--- src/rtl/cnn_load_scheduler.sv ---
// Layer-level load sequencer: RAM init, per-pass conv start, weight-RAM update handshake.
// Optional: define SCHED_TIMEOUT_EN to bound every handshake wait by TIMEOUT cycles.
module cnn_load_scheduler #(
  parameter int PARA_KERNEL = 8,
  parameter int WADDR_W     = 6,
  parameter int PASS_W      = 8,
  parameter int TIMEOUT     = 255
) (
  input  logic                           clk,
  input  logic                           rst,
  input  logic                           go,
  input  logic [PASS_W-1:0]              num_pass,
  output logic                           init,
  input  logic                           init_fm_ram_ready,
  input  logic                           init_weight_ram_ready,
  output logic                           update_weight_ram,
  output logic [WADDR_W*PARA_KERNEL-1:0] update_weight_ram_addr,
  input  logic                           weight_data_done,
  output logic                           conv_start,
  input  logic                           conv_done,
  output logic                           busy,
  output logic [PASS_W-1:0]              pass_idx,
  output logic                           layer_done,
  output logic                           err_timeout
);

  typedef enum logic [2:0] {
    S_IDLE, S_INIT, S_WAIT_RAM, S_CONV, S_UPD_REQ, S_UPD_WAIT, S_DONE
  } state_t;

  state_t                           state, state_nx;
  logic [PASS_W-1:0]                npass, pass_q;
  logic                             fm_cap, wt_cap;
  logic                             conv_first;
  logic [WADDR_W*PARA_KERNEL-1:0]   addr_q, addr_nx;
  logic                             rams_ready, last_pass, go_accept;
  logic                             timeout_hit;

  assign go_accept  = (state == S_IDLE) && go;
  assign rams_ready = (fm_cap | init_fm_ram_ready) && (wt_cap | init_weight_ram_ready);
  assign last_pass  = ((pass_q + PASS_W'(1)) == npass);

  // Addresses for the kernel group of the pass about to start.
  always_comb begin
    addr_nx = '0;
    for (int k = 0; k < PARA_KERNEL; k++)
      addr_nx[k*WADDR_W +: WADDR_W] = WADDR_W'((int'(pass_q) + 1) * PARA_KERNEL + k);
  end

  // NOTE: assign every always_comb output a default before the case, otherwise a latch is inferred.
  always_comb begin
    state_nx = state;
    unique case (state)
      S_IDLE:     if (go) state_nx = S_INIT;
      S_INIT:     state_nx = S_WAIT_RAM;
      S_WAIT_RAM: if (rams_ready) state_nx = S_CONV;
      S_CONV:     if (conv_done) state_nx = last_pass ? S_DONE : S_UPD_REQ;
      S_UPD_REQ:  if (weight_data_done) state_nx = S_UPD_WAIT;
      S_UPD_WAIT: if (!weight_data_done) state_nx = S_CONV;
      S_DONE:     state_nx = S_IDLE;
      default:    state_nx = S_IDLE;
    endcase
    // Progress in the same cycle wins over an expiring wait.
    if (timeout_hit && (state_nx == state)) state_nx = S_IDLE;
  end

  // NOTE: sequential state uses non-blocking assignments so every register samples pre-edge values.
  always_ff @(posedge clk) begin
    if (rst) begin
      state      <= S_IDLE;
      npass      <= '0;
      pass_q     <= '0;
      fm_cap     <= 1'b0;
      wt_cap     <= 1'b0;
      conv_first <= 1'b0;
      addr_q     <= '0;
    end else begin
      state      <= state_nx;
      conv_first <= (state_nx == S_CONV) && (state != S_CONV);
      if (go_accept) begin
        npass  <= (num_pass == '0) ? PASS_W'(1) : num_pass;
        pass_q <= '0;
        fm_cap <= 1'b0;
        wt_cap <= 1'b0;
      end
      if (state == S_WAIT_RAM) begin
        fm_cap <= fm_cap | init_fm_ram_ready;
        wt_cap <= wt_cap | init_weight_ram_ready;
      end
      if ((state == S_CONV) && conv_done && !last_pass) begin
        pass_q <= pass_q + PASS_W'(1);
        addr_q <= addr_nx;
      end
    end
  end

`ifdef SCHED_TIMEOUT_EN
  localparam int CNT_W = $clog2(TIMEOUT + 1);

  logic [CNT_W-1:0] wait_cnt;
  logic             waiting;
  logic             err_q;

  assign waiting     = state inside {S_WAIT_RAM, S_CONV, S_UPD_REQ, S_UPD_WAIT};
  assign timeout_hit = waiting && (wait_cnt == CNT_W'(TIMEOUT - 1));

  always_ff @(posedge clk) begin
    if (rst) begin
      wait_cnt <= '0;
      err_q    <= 1'b0;
    end else begin
      if (state_nx != state) wait_cnt <= '0;
      else if (waiting)      wait_cnt <= wait_cnt + CNT_W'(1);
      if (go_accept)                               err_q <= 1'b0;
      else if (timeout_hit && state_nx == S_IDLE)  err_q <= 1'b1;
    end
  end

  assign err_timeout = err_q;
`else
  assign timeout_hit = 1'b0;
  assign err_timeout = 1'b0;
`endif

  assign init                   = (state == S_INIT);
  assign conv_start             = (state == S_CONV) && conv_first;
  assign layer_done             = (state == S_DONE);
  assign update_weight_ram      = (state == S_UPD_REQ);
  assign busy                   = (state != S_IDLE);
  assign pass_idx               = pass_q;
  assign update_weight_ram_addr = addr_q;

endmodule

--- config.mk ---
export PLATFORM = sky130hd
export DESIGN_NAME = cnn_load_scheduler
export DESIGN_NICKNAME = d
export VERILOG_FILES = /design/src/rtl/cnn_load_scheduler.sv
export SDC_FILE = /design/constraint.sdc
export NUM_CORES = 1
export LEC_CHECK = 0
export CAP_MARGIN = 20
export CORE_MARGIN = 5
export CORE_UTILIZATION = 39
export DETAILED_ROUTE_END_ITERATION = 12
export PLACE_DENSITY = 0.78
export SYNTH_ARGS = -nofsm -noshare
export SYNTH_HDL_FRONTEND = slang
export SYNTH_SLANG_ARGS = --single-unit
--- constraint.sdc ---
create_clock -name clk -period 2 [get_ports clk]
set_input_delay 0.3 -clock clk [delete_from_list [all_inputs] [get_ports clk]]
set_output_delay 0.3 -clock clk [all_outputs]
set_load 0.01 [all_outputs]
After elaboration in Yosys (flattened, before gate mapping)
Cells that the tools add are included.

storage, ports and cells
  register bits after elaboration = 67

operators by class
  add/subtract/negate cells = 9
  eq/ne operators = 9
  multiplexer cells = 13
  bitwise operators = 2
  reductions and logical operators = 12

operator list
  cell                                           count
  two-way mux 8 bit                              3
  adder 6 x 3 -> 6 bit, second input constant    3
  adder 6 x 4 -> 6 bit, second input constant    3
  one-hot mux 3 bit (6 select lines)             1
  two-way mux 3 bit                              5
  == test 3 x 2 -> 1 bit, second input constant  3
  == test 3 bit, second input constant           3
  adder 8 x 1 -> 8 bit, second input constant    1
  == test 8 bit                                  1
  zero test 8 bit                                1
  adder 6 x 2 -> 6 bit, second input constant    1
  logical AND 1 bit                              6
  nonzero test 2 bit                             2
  adder 3 x 1 -> 3 bit, second input constant    1
  == test 3 x 1 -> 1 bit, second input constant  1
  zero test 3 bit                                1
  two-way mux 1 bit                              3
  != test 3 x 2 -> 1 bit, second input constant  1
  nonzero test 3 bit                             1
  two-way mux 2 bit                              1
  OR 1 bit                                       2
  zero test 1 bit                                1

Longest topological paths before layout
  word-level depth = 7
  depth in mapped cells = 8

Least setup slack after synthesis
No wires, ideal clock.

  path kind = register to register
  start = register pass_q[0] (netlist: pass_idx[0])
  end = register pass_q[5] (netlist: pass_idx[5])
  data arrival time = 2.014 ns
  required time = 1.878 ns
  slack = -0.136 ns
  stages on the path, launching flop included = 8
  cell sequence = dfxtp_1 ha_1 nand4_1 o21bai_1 and4b_1 a21oi_1 nor3_1 a221o_1

between the ends
  cells in the longest elaborated chain, start to end = 5

ends and longest elaborated chain
  element                                                         line    source
  start, declared                                                 32      logic [PASS_W-1:0] npass, pass_q;
  start signal, assigned                                          91      pass_q <= pass_q + PASS_W'(1);
  adder 8 x 1 -> 8 bit *                                          41, 91
  == test 8 bit                                                   41      assign last_pass = ((pass_q + PASS_W'(1)) == npass);
  zero test 1 bit                                                 90      if ((state == S_CONV) && conv_done && !last_pass) begin
  logical AND 1 bit                                               90
  two-way mux 8 bit / nonzero test 2 bit (equally long branches)  --

Every way passes the cells marked *; elsewhere a longest branch is shown, timed or not.
A chain may end at the register's enable or synchronous reset.

Final worst setup path
  start = register pass_q[1] (netlist: pass_idx[1])
  end = register pass_q[6] (netlist: pass_idx[6])

Same word-level chain as after synthesis.

==> flow_summary.ini <==
[outcome]
status = finished with violations
violations = setup timing

[timing]
setup_viol = 7
tns_ns = -0.3307
relSlewSlack_pct = 63.77
whs_ns = 0.4726
drv_slew = 0
post-route-period-util_pct = 104.2
rsz0062_at_grt = yes
skew_ns = 0.001833
fin_ws_ns = -0.08411
hold_viol_final = 0
period_minus_slack_ns = 2.084
fmax_mhz = 479.8
worst_pin_slew_ns = 0.5359

[drt]
route.detailed.drc = 0
drtAntennaViolNets = 0
drtIter0Drc = 165
viasPerCell = 5.416
dr.pass1.iters = 4
wire_per_inst_um = 15.87
vias = 1863
drt_wl_total_um = 5460

[cts]
htreeDepth = 1
insertion_delay_ns = 0.28
path_clk_slew_ns = 0.09
hold_buffers = 0
root_buffer = clkbuf_8
cts_buffers = 3
cts_tree = done
cts.sinks = 26
cts_max_path_buffers = 2

[hold_path]
hold_path.class = reg -> reg
min_from = npass[3]

[power]
power.share.switching_pct = 26.88
seq_power_share_pct = 43.3
switchingPower_w = 0.0003451
cellLeakagePower_nw = 1.048
ir_drop_uv = 343.2
power_density_nw_per_um2 = 452.2
p_int_w = 0.0009387
combinationalPowerShare_pct = 21.9
p_clk_share_pct = 34.8

[logic_synthesis]
ys_types = 49
synth_area_per_cell_um2 = 8.037
synthXorXnorAreaFrac_pct = 4.192
synthFlopType = dfxtp_1
synth_fa_ha_area_share_pct = 0.6653
synth-simple-area-share_pct = 23.35
synth_top_family_by_area = simple AND/OR/NAND/NOR gates
syn_inst = 234
seq_area_frac_synth_pct = 27.68
synth-compound-area-share_pct = 21.62
netlist_area_um2 = 1881
synthMuxAreaShare_pct = 0.5323
yosys_warnings = 0
postSynth.asyncResetShare_pct = 0
synth-edff-count = 0
ys_seq_elements = 26

[setup_path]
start_kind = flop
critPathRequiredTime_ns = 2.24
r2r_start = pass_idx[1]
criticalPathCategory = reg -> reg
worstSetupEndpointType = flop
crit_arrival_ns = 2.32
crit_fanout = 6
critical-path-slowest-cell = or3_4
slowest_delay_ns = 0.39
crit_chain = ha_4, nand4_1, or3_4, nand3_4, a21oi_2, buf_4, nor4_1, o21ba_2
crit_path_start = pass_idx[1]

[final_layout]
insertedDiodeCount = 0
utilization_pct = 60.51
drive_gt1_share_pct = 25.86
final_cells = 344
synthToLayoutAreaGrowth_pct = 50.96
final_common_cell = clkdlybuf4s50_1
final_nets = 307
final_cell_mix = 63 x clkdlybuf4s50_1, 25 x buf_4, 19 x dfxtp_1
num-fill-cells = 403

[place]
io_buffers = 63
place_hpwl_um = 3625
dp_cells = 333
place.gp.congestion = 0.9117

[floorplanning]
rows = 25
core-area_um2 = 4692
boundaryPins = 77
initial_core_util_pct = 40.08
die_x_um = 79.44
fp.dieH_um = 79.44
dieArea_um2 = 6311

[global_routing]
grtUsageTotal_pct = 15.33
grt_pass1_vias = 1607
grt_overflow = 0
grt_max_degree = 30
antenna_found_initial = 0
grt_pass1_wl_um = 7748

[flow_run]
max_cap_violations = 0
[path summary, 6_finish.rpt]
path                       to  slack, ns  cells past startpoint
hold / removal       npass[3]       0.47                      2
setup / recovery  pass_idx[6]      -0.08                      8
setup reg to reg  pass_idx[6]      -0.08                      8
hold reg to reg      npass[3]       0.47                      2
[worst max-delay path, delay by kind of cell (launching register included)]
family                   cells  cell delay [ns]
AO/OA/AOI/OAI                2             0.25
flip-flops                   1             0.38
buffers and inverters        1             0.18
AND/OR/NAND/NOR              4             1.05
adder cells (fa/ha/maj)      1             0.18
[kinds of logic (layout without fill, tap and decap cells)]
family / Yosys count / count (layout)
AND/OR/NAND/NOR: 82 / 82
buffers and inverters: 59 / 103
AO/OA/AOI/OAI: 55 / 55
flip-flops: 26 / 26
XOR/XNOR: 9 / 9
adder cells (fa/ha/maj): 1 / 1
other: 1 / 13
multiplexers: 1 / 1
[power groups by stage]
stage / registers (W) / clock network, W / logic [W]
finish: 0.000556 / 0.000447 / 0.000281
global route: 0.000560 / 0.000476 / 0.000308
CTS: 0.000559 / 0.000448 / 0.000262
detailed placement: 0.000572 / 0 / 0.000258
global placement: 0.000570 / 0 / 0.000252
floorplan: 0.000571 / 0 / 0.000175
[area by class of cell]
class,instances,area (um^2),share of cell area (%)
Clock inverter,1,30.03,1.058
Sequential cell,26,541.8,19.08
Multi-Input combinational cell,161,1212,42.71
Timing Repair Buffer,96,934.6,32.92
Clock buffer,3,41.29,1.454
Inverter,3,11.26,0.3967
Tap cell,54,67.56,2.380
[state kept, by name (all words and copies together) (netlist names)]
signal                  cells
pass_idx                    8
npass                       8
fm_cap                      1
update_weight_ram_addr      4
conv_first                  1
state                       3
wt_cap                      1
[timing repair]
action                     CTS  global route
resized for setup           12            44
setup endpoints to repair   10            13
setup buffers                0             6
cloned                       0             1
pin swaps                    2            24
[stage by stage]
stage	instance area, um^2	total power, W	worst slack, ns
after floorplan	1944	0.0007458	0.03139
after global placement	2452	0.0008221	-0.1016
after detailed placement	2452	0.0008290	-0.1573
after CTS	2565	0.001269	-0.02327
after global routing	2839	0.001343	-0.1818
final	2839	0.001284	-0.08411
[routing by layer]
| layer | vias up | wire, um | part of all wire (%) | GRT usage, % |
|---|---|---|---|---|
| li1 | 895 | - | - | - |
| met1 | 889 | 2246 | 41 | 18.70 |
| met2 | 69 | 2722 | 50 | 25.96 |
| met3 | 10 | 355 | 6.5 | 4.063 |
| met4 | 0 | 136 | 2.5 | 5.155 |
| met5 | - | 0 | 0 | 0 |
[cell usage after synthesis (2+ instances only)]
| library cell | count | share of area (%) |
|---|---|---|
| a2111oi_0 | 4 | 1.9 |
| or3_1 | 3 | 1.0 |
| dfxtp_1 | 26 | 28 |
| a22oi_1 | 3 | 1.2 |
| a211o_1 | 2 | 0.93 |
| xor2_1 | 3 | 1.4 |
| nor2_1 | 12 | 2.4 |
| nand4_1 | 5 | 1.7 |
| nor3b_1 | 2 | 0.80 |
| xnor2_1 | 6 | 2.8 |
| a21o_1 | 3 | 1.2 |
| buf_4 | 46 | 18 |
| a31oi_1 | 5 | 1.7 |
| a221o_1 | 3 | 1.6 |
| and3_1 | 4 | 1.3 |
| nor3_1 | 6 | 1.6 |
| nand3_1 | 11 | 2.9 |
| nand2_1 | 18 | 3.6 |
| o211ai_1 | 3 | 1.2 |
| buf_6 | 2 | 1.2 |
| nand3b_1 | 2 | 0.80 |
| nand2b_1 | 3 | 1.0 |
| a21oi_1 | 16 | 4.3 |
| o21ai_0 | 5 | 1.3 |
| nor4_1 | 3 | 1.0 |
| nor2b_1 | 6 | 2.0 |
| and2_1 | 2 | 0.67 |
| clkbuf_1 | 8 | 1.6 |
| inv_1 | 2 | 0.40 |
Note: power is estimated with default switching activity, not from simulation.
